--- config.mk ---
export PLATFORM = sky130hd
export DESIGN_NAME = cv_irq_ctrl_flat
export DESIGN_NICKNAME = d
export VERILOG_FILES = /design/src/rtl/cv_irq_ctrl_if.sv /design/src/rtl/cv_irq_ctrl.sv /design/src/flat_wrapper.sv
export SDC_FILE = /design/constraint.sdc
export NUM_CORES = 1
export LEC_CHECK = 0
export ABC_AREA = 0
export CAP_MARGIN = 25
export CORE_ASPECT_RATIO = 1.25
export CORE_MARGIN = 2
export CORE_UTILIZATION = 50
export DETAILED_ROUTE_END_ITERATION = 10
export GPL_TIMING_DRIVEN = 1
export PLACE_DENSITY = 0.89
export SLEW_MARGIN = 10
export SYNTH_ARGS = -nofsm -noshare
export SYNTH_HDL_FRONTEND = slang
export SYNTH_SLANG_ARGS = --single-unit
--- constraint.sdc ---
create_clock -name clk -period 2.27 [get_ports clk]
set_input_delay 0.454 -clock clk [delete_from_list [all_inputs] [get_ports clk]]
set_output_delay 0.454 -clock clk [all_outputs]
set_load 0.05 [all_outputs]
--- src/rtl/cv_irq_ctrl_if.sv ---
// CPU-side register/interrupt bus of the CV interrupt controller.
// The controller uses the slave modport; the CPU (or a bench) drives the master side.
interface cv_irq_ctrl_if;
    logic       wr;
    logic [1:0] addr;
    logic [7:0] wdata;
    logic [7:0] rdata;
    logic       iack;
    logic       irq;
    logic [7:0] vector;

    modport master (
        output wr,
        output addr,
        output wdata,
        output iack,
        input  rdata,
        input  irq,
        input  vector
    );

    modport slave (
        input  wr,
        input  addr,
        input  wdata,
        input  iack,
        output rdata,
        output irq,
        output vector
    );
endinterface

--- src/rtl/cv_irq_ctrl.sv ---
// cv_irq_ctrl: multi-source interrupt controller for the CV subsystem.
// Rising edges on src latch into PENDING, get masked by ENABLE, and a small
// IDLE/REQ/SERVICE sequencer raises irq, hands out a priority-encoded vector
// on iack and stays blocked until the CPU writes end-of-interrupt (addr 3).
module cv_irq_ctrl #(
    parameter int N_SRC = 4
) (
    input  logic             clk,
    input  logic             reset,
    input  logic [N_SRC-1:0] src,
    cv_irq_ctrl_if.slave     bus
);

    typedef enum logic [1:0] {
        IDLE    = 2'd0,
        REQ     = 2'd1,
        SERVICE = 2'd2
    } state_t;

    localparam logic [1:0] ADDR_ENABLE  = 2'd0;
    localparam logic [1:0] ADDR_PENDING = 2'd1;
    localparam logic [1:0] ADDR_BASE    = 2'd2;
    localparam logic [1:0] ADDR_STATUS  = 2'd3;

    // Offset used for the spurious vector, one slot past the last real source.
    localparam logic [7:0] SPUR_OFS = 8'(2 * N_SRC);

    state_t           state;
    logic [N_SRC-1:0] src_d;
    logic [N_SRC-1:0] enable;
    logic [N_SRC-1:0] pending;
    logic [7:0]       base;
    logic [7:0]       vector_q;
    logic             irq_q;
    logic [2:0]       idx_q;

    logic [N_SRC-1:0] rise;
    logic [N_SRC-1:0] active;
    logic [N_SRC-1:0] low_bit;
    logic [N_SRC-1:0] w1c_clr;
    logic [N_SRC-1:0] ack_clr;
    logic             req;
    logic             accept;
    logic             eoi;
    logic [2:0]       idx;
    logic [7:0]       enable_rd;
    logic [7:0]       pending_rd;
    logic [7:0]       status_rd;
    logic [7:0]       rdata;

    // Event and request decode, all from registered state.
    assign rise    = src & ~src_d;
    assign active  = pending & enable;
    assign req     = |active;
    // Isolate the lowest set bit: that is the highest-priority active source.
    assign low_bit = active & (~active + N_SRC'(1));
    assign accept  = (state == REQ) && bus.iack && req;
    assign eoi     = bus.wr && (bus.addr == ADDR_STATUS);
    assign w1c_clr = (bus.wr && (bus.addr == ADDR_PENDING)) ? bus.wdata[N_SRC-1:0] : '0;
    assign ack_clr = accept ? low_bit : '0;

    // Priority encoder: index of the lowest active source (0 when none).
    always_comb begin
        idx = '0;
        for (int i = N_SRC - 1; i >= 0; i--) begin
            if (active[i]) begin
                idx = 3'(i);
            end
        end
    end

    // Previous-cycle source levels; all ones so sources high at reset release are ignored.
    always_ff @(posedge clk or posedge reset) begin
        if (reset) begin
            src_d <= '1;
        end else begin
            src_d <= src;
        end
    end

    // ENABLE and BASE registers written by the CPU.
    always_ff @(posedge clk or posedge reset) begin
        if (reset) begin
            enable <= '0;
            base   <= '0;
        end else if (bus.wr) begin
            if (bus.addr == ADDR_ENABLE) begin
                enable <= bus.wdata[N_SRC-1:0];
            end
            if (bus.addr == ADDR_BASE) begin
                base <= bus.wdata;
            end
        end
    end

    // PENDING latch: a new edge wins over a W1C clear or an acknowledge clear.
    always_ff @(posedge clk or posedge reset) begin
        if (reset) begin
            pending <= '0;
        end else begin
            pending <= (pending & ~w1c_clr & ~ack_clr) | rise;
        end
    end

    // Request/acknowledge/service sequencer with registered irq, vector and idx.
    always_ff @(posedge clk or posedge reset) begin
        if (reset) begin
            state    <= IDLE;
            irq_q    <= 1'b0;
            vector_q <= 8'h00;
            idx_q    <= 3'd0;
        end else begin
            case (state)
                IDLE: begin
                    if (req) begin
                        state <= REQ;
                        irq_q <= 1'b1;
                    end else begin
                        irq_q <= 1'b0;
                    end
                end
                REQ: begin
                    if (bus.iack) begin
                        irq_q <= 1'b0;
                        if (req) begin
                            vector_q <= base + {4'b0000, idx, 1'b0};
                            idx_q    <= idx;
                            state    <= SERVICE;
                        end else begin
                            // Nothing left to service: hand out the spurious vector.
                            vector_q <= base + SPUR_OFS;
                            state    <= IDLE;
                        end
                    end else if (!req) begin
                        // Source masked or cleared before the CPU acknowledged.
                        irq_q <= 1'b0;
                        state <= IDLE;
                    end else begin
                        irq_q <= 1'b1;
                    end
                end
                SERVICE: begin
                    irq_q <= 1'b0;
                    if (eoi) begin
                        state <= IDLE;
                    end
                end
                default: begin
                    irq_q <= 1'b0;
                    state <= IDLE;
                end
            endcase
        end
    end

    // Read mux; unimplemented source bits read as zero.
    always_comb begin
        enable_rd              = '0;
        enable_rd[N_SRC-1:0]   = enable;
        pending_rd             = '0;
        pending_rd[N_SRC-1:0]  = pending;
        status_rd              = {(state == SERVICE), 2'b00, state, idx_q};
        rdata                  = 8'h00;
        case (bus.addr)
            ADDR_ENABLE:  rdata = enable_rd;
            ADDR_PENDING: rdata = pending_rd;
            ADDR_BASE:    rdata = base;
            ADDR_STATUS:  rdata = status_rd;
            default:      rdata = 8'h00;
        endcase
    end

    assign bus.rdata  = rdata;
    assign bus.irq    = irq_q;
    assign bus.vector = vector_q;

endmodule

--- src/flat_wrapper.sv ---
// flat-port wrapper written by rule: the top's interface ports become plain ports
module cv_irq_ctrl_flat 
#(
    parameter int N_SRC = 4
)
  (clk, reset, src, bus_wr, bus_addr, bus_wdata, bus_iack, bus_rdata, bus_irq, bus_vector);
  cv_irq_ctrl_if bus_i ();
  input  logic clk;
  input  logic reset;
  input  logic [N_SRC-1:0] src;
  input wire logic [$bits(bus_i.wr)-1:0] bus_wr;
  input wire logic [$bits(bus_i.addr)-1:0] bus_addr;
  input wire logic [$bits(bus_i.wdata)-1:0] bus_wdata;
  input wire logic [$bits(bus_i.iack)-1:0] bus_iack;
  output wire logic [$bits(bus_i.rdata)-1:0] bus_rdata;
  output wire logic [$bits(bus_i.irq)-1:0] bus_irq;
  output wire logic [$bits(bus_i.vector)-1:0] bus_vector;
  assign bus_i.wr = bus_wr;
  assign bus_i.addr = bus_addr;
  assign bus_i.wdata = bus_wdata;
  assign bus_i.iack = bus_iack;
  assign bus_rdata = bus_i.rdata;
  assign bus_irq = bus_i.irq;
  assign bus_vector = bus_i.vector;
  cv_irq_ctrl #(.N_SRC(N_SRC)) u_core (.clk(clk), .reset(reset), .src(src), .bus(bus_i));
endmodule
==> key figures <==
CTS
  – Clock slew at reported path FFs: 60 ps
  – Root buffer cell: clkbuf_8
  – CTS buffer count: 5
  – Clk sinks: 33
  – # H-tree levels: 2
  – Longest Clk Path Bufs: 2
  – CTS Hold Bufs: 0
  – CTS tree: yes
  – Worst-Skew Late Latency: 290 ps

Place
  – GPL Wtd Cong: 0.8632
  – Placed wire-length estimate: 2.908 mm
  – Dpl cells: 226
  – Port bufs: 34
  – Setup WS pre-CTS: -63.88 ps
  – Placed Area: 0.002110 mm^2

Synthesis
  – Synthesized cell area: 0.001645 mm^2
  – Syn Nets: 174
  – Cell variety after synth: 42
  – Syn avg cell area: 10.82 um^2
  – Seq/Total Area, Yosys: 50.49%
  – Asr flop ratio synth: 100.0%
  – #FFs+latches synth: 33
  – Ys flop type: dfrtp_1
  – Post-synthesis cell count: 152
  – Post-synth EDFFs: 0
  – Synth warn: 0

Worst setup path
  – Worst-path cell chain: clkdlybuf4s50_1 -> mux4_2 -> buf_4
  – Critical Path AT: 1730 ps
  – Delay of the slowest cell on the worst path: 540 ps
  – CP Data Required Time: 1820 ps
  – Critical-path maximum fanout: 3
  – Buf/Inv on CP: 2
  – Crit path kind: in2out
  – Crit-path leading delay family: buffers and inverters
  – Slowest CP cell: clkdlybuf4s50_1
  – CP endpoint kind: primary output
  – Startpoint types: primary input

STA
  – Hold_ws: 490.2 ps
  – Final Slew Violations: 0
  – Setup Viol. Count Final: 0
  – Final worst slack: 86.97 ps
  – Tmin final: 2183 ps
  – Clock skew: 9.459 ps
  – Slew headroom: 66.72%
  – Final hold viol count: 0
  – RSZ-0062 raised after global routing: false
  – Period utilisation layout: 96.17%
  – Highest Clock Rate: 458.1 MHz
  – Slew @ Worst Pin: 497.7 ps

Routing
  – Router iterations before antenna repair: 4
  – Via count: 1368
  – Initial DRC count: 35
  – Via density: 5.846
  – DRC: 0
  – Remaining antenna violation count: 0
  – Post-Route WL: 3.776 mm
  – DR WL/cell: 16.14 um

Floorplan
  – Die H: 68.14 um
  – Die ar.: 0.003769 mm^2
  – Core ar.: 0.003166 mm^2
  – Initial core utilization: 51.98%
  – Die Width: 55.31 um
  – Row cnt: 23
  – # IOs: 35

Final layout
  – Most frequent cells in the layout: dfrtp_1, nand2_1, clkdlybuf4s50_1
  – Syn-to-layout area delta: 34.75%
  – Post-Layout Cell Count: 234
  – Final net count: 218
  – Most common cell after layout, fill and taps aside: dfrtp_1
  – Fin area: 0.002217 mm^2
  – Layout cells sized above 1: 24.37%
  – N_diodes: 0

Pwr
  – Pleak: 0.9779 nW
  – Max VDD drop: 0.8783 mV
  – Power Density: 1192 mW/mm^2

Min path
  – Worst min path class: reg2reg

GRT
  – Grt ovf: 0
  – Global-route usage over all layers: 22.40%
  – Via count of the first global-routing pass: 1382
  – Pin count of the biggest net entering global routing: 34
  – First-pass GRT wire length: 6.272 mm
  – Initial antenna violation count: 0

Run
  – Max Cap Viol: 0

Run status
  – Outcome: finished, final reports clean
-- worst min-delay path, delay by kind of cell, from the launching register on --
family	cells	cell delay [ps]
flops	1	350
simple gates	2	110
-- routing by layer --
metal	track usage (%)	vias up	share of wire, %
met5	0	-	0
met4	9.146	0	2.1
met3	6.616	10	5.1
met2	42.71	45	56
met1	23.15	682	37
li1	-	631	-
-- flip-flops by register name, summed over array words and instances (netlist names) --
signal	cells
u_core.bus.vector	8
u_core.pending	4
u_core.enable	4
u_core.src_d	4
u_core.bus.irq	1
u_core.idx_q	2
u_core.state	2
u_core.base	8
-- path summary, 6_finish.rpt --
| check | from | endpoint | slack (ps) | cells past startpoint |
|---|---|---|---|---|
| worst max-delay path | bus_addr[1] | bus_rdata[1] | 90 | 3 |
| worst min-delay path | u_core.bus.vector[0] | u_core.bus.vector[0] | 490 | 2 |
| max in group asynchronous | reset | u_core.src_d[0] | 1350 | 3 |
| worst min register to register | u_core.bus.vector[0] | u_core.bus.vector[0] | 490 | 2 |
| worst max register to register | u_core.pending[2] | u_core.bus.vector[5] | 170 | 6 |
| min in group asynchronous | reset | u_core.base[5] | 570 | 3 |
-- where the power goes --
group	total (mW)	switching [mW]	internal, mW
registers	0.931	0.164	0.768
logic	1.23	0.738	0.490
clock network	0.483	0.209	0.274
-- through the flow --
step | total power [mW] | util, % | setup TNS [ps]
2_1_floorplan | 1.727 | - | 0
3_3_place_gp | 2.115 | 66.64 | -130.0
3_5_place_dp | 2.157 | 66.64 | -184.3
4_1_cts | 2.646 | 69.88 | 0
5_1_grt | 2.796 | 70.04 | 0
6_report | 2.643 | 70.04 | 0
-- area by class of cell --
type / count / area (um^2)
Timing Repair Buffer: 41 / 434.2
Inverter: 8 / 30.03
Sequential cell: 33 / 830.8
Clock inverter: 1 / 5.005
Clock buffer: 7 / 96.34
Fill cell: 235 / 948.4
Tap cell: 37 / 46.29
Multi-Input combinational cell: 107 / 774.5
-- cells by family (layout without fill, tap and decap cells) --
family / count (synthesis) / after routing / share of synthesized area [%]
AOI/OAI and AO/OA: 30 / 30 / 12.70
adders and majority gates: 4 / 4 / 3.498
buffers and inverters: 12 / 57 / 2.890
muxes: 16 / 16 / 13.16
and+or+nand+nor: 55 / 55 / 16.20
xor gates and xnor gates: 2 / 2 / 1.065
DFF: 33 / 33 / 50.49
-- synth_stat cells (all sizes together) (3+ instances only) --
| library cell | count | area [um^2] |
|---|---|---|
| ha | 3 | 37.54 |
| a21oi | 4 | 20.02 |
| nand3 | 4 | 20.02 |
| inv | 8 | 30.03 |
| mux4 | 3 | 71.32 |
| nor2 | 6 | 22.52 |
| and2 | 4 | 27.53 |
| mux2 | 12 | 135.1 |
| dfstp | 4 | 105.1 |
| dfrtp | 29 | 725.7 |
| o21ai | 7 | 35.03 |
| a31oi | 4 | 25.02 |
| nand2 | 28 | 105.1 |
| a22oi | 3 | 32.53 |
-- repair_timing --
action,4_1_cts,5_1_grt
setup buffers,0,0
setup endpoints to repair,5,2
gates resized for setup,2,3
hold endpoints to repair,0,0
Note: power is estimated with default switching activity, not from simulation.
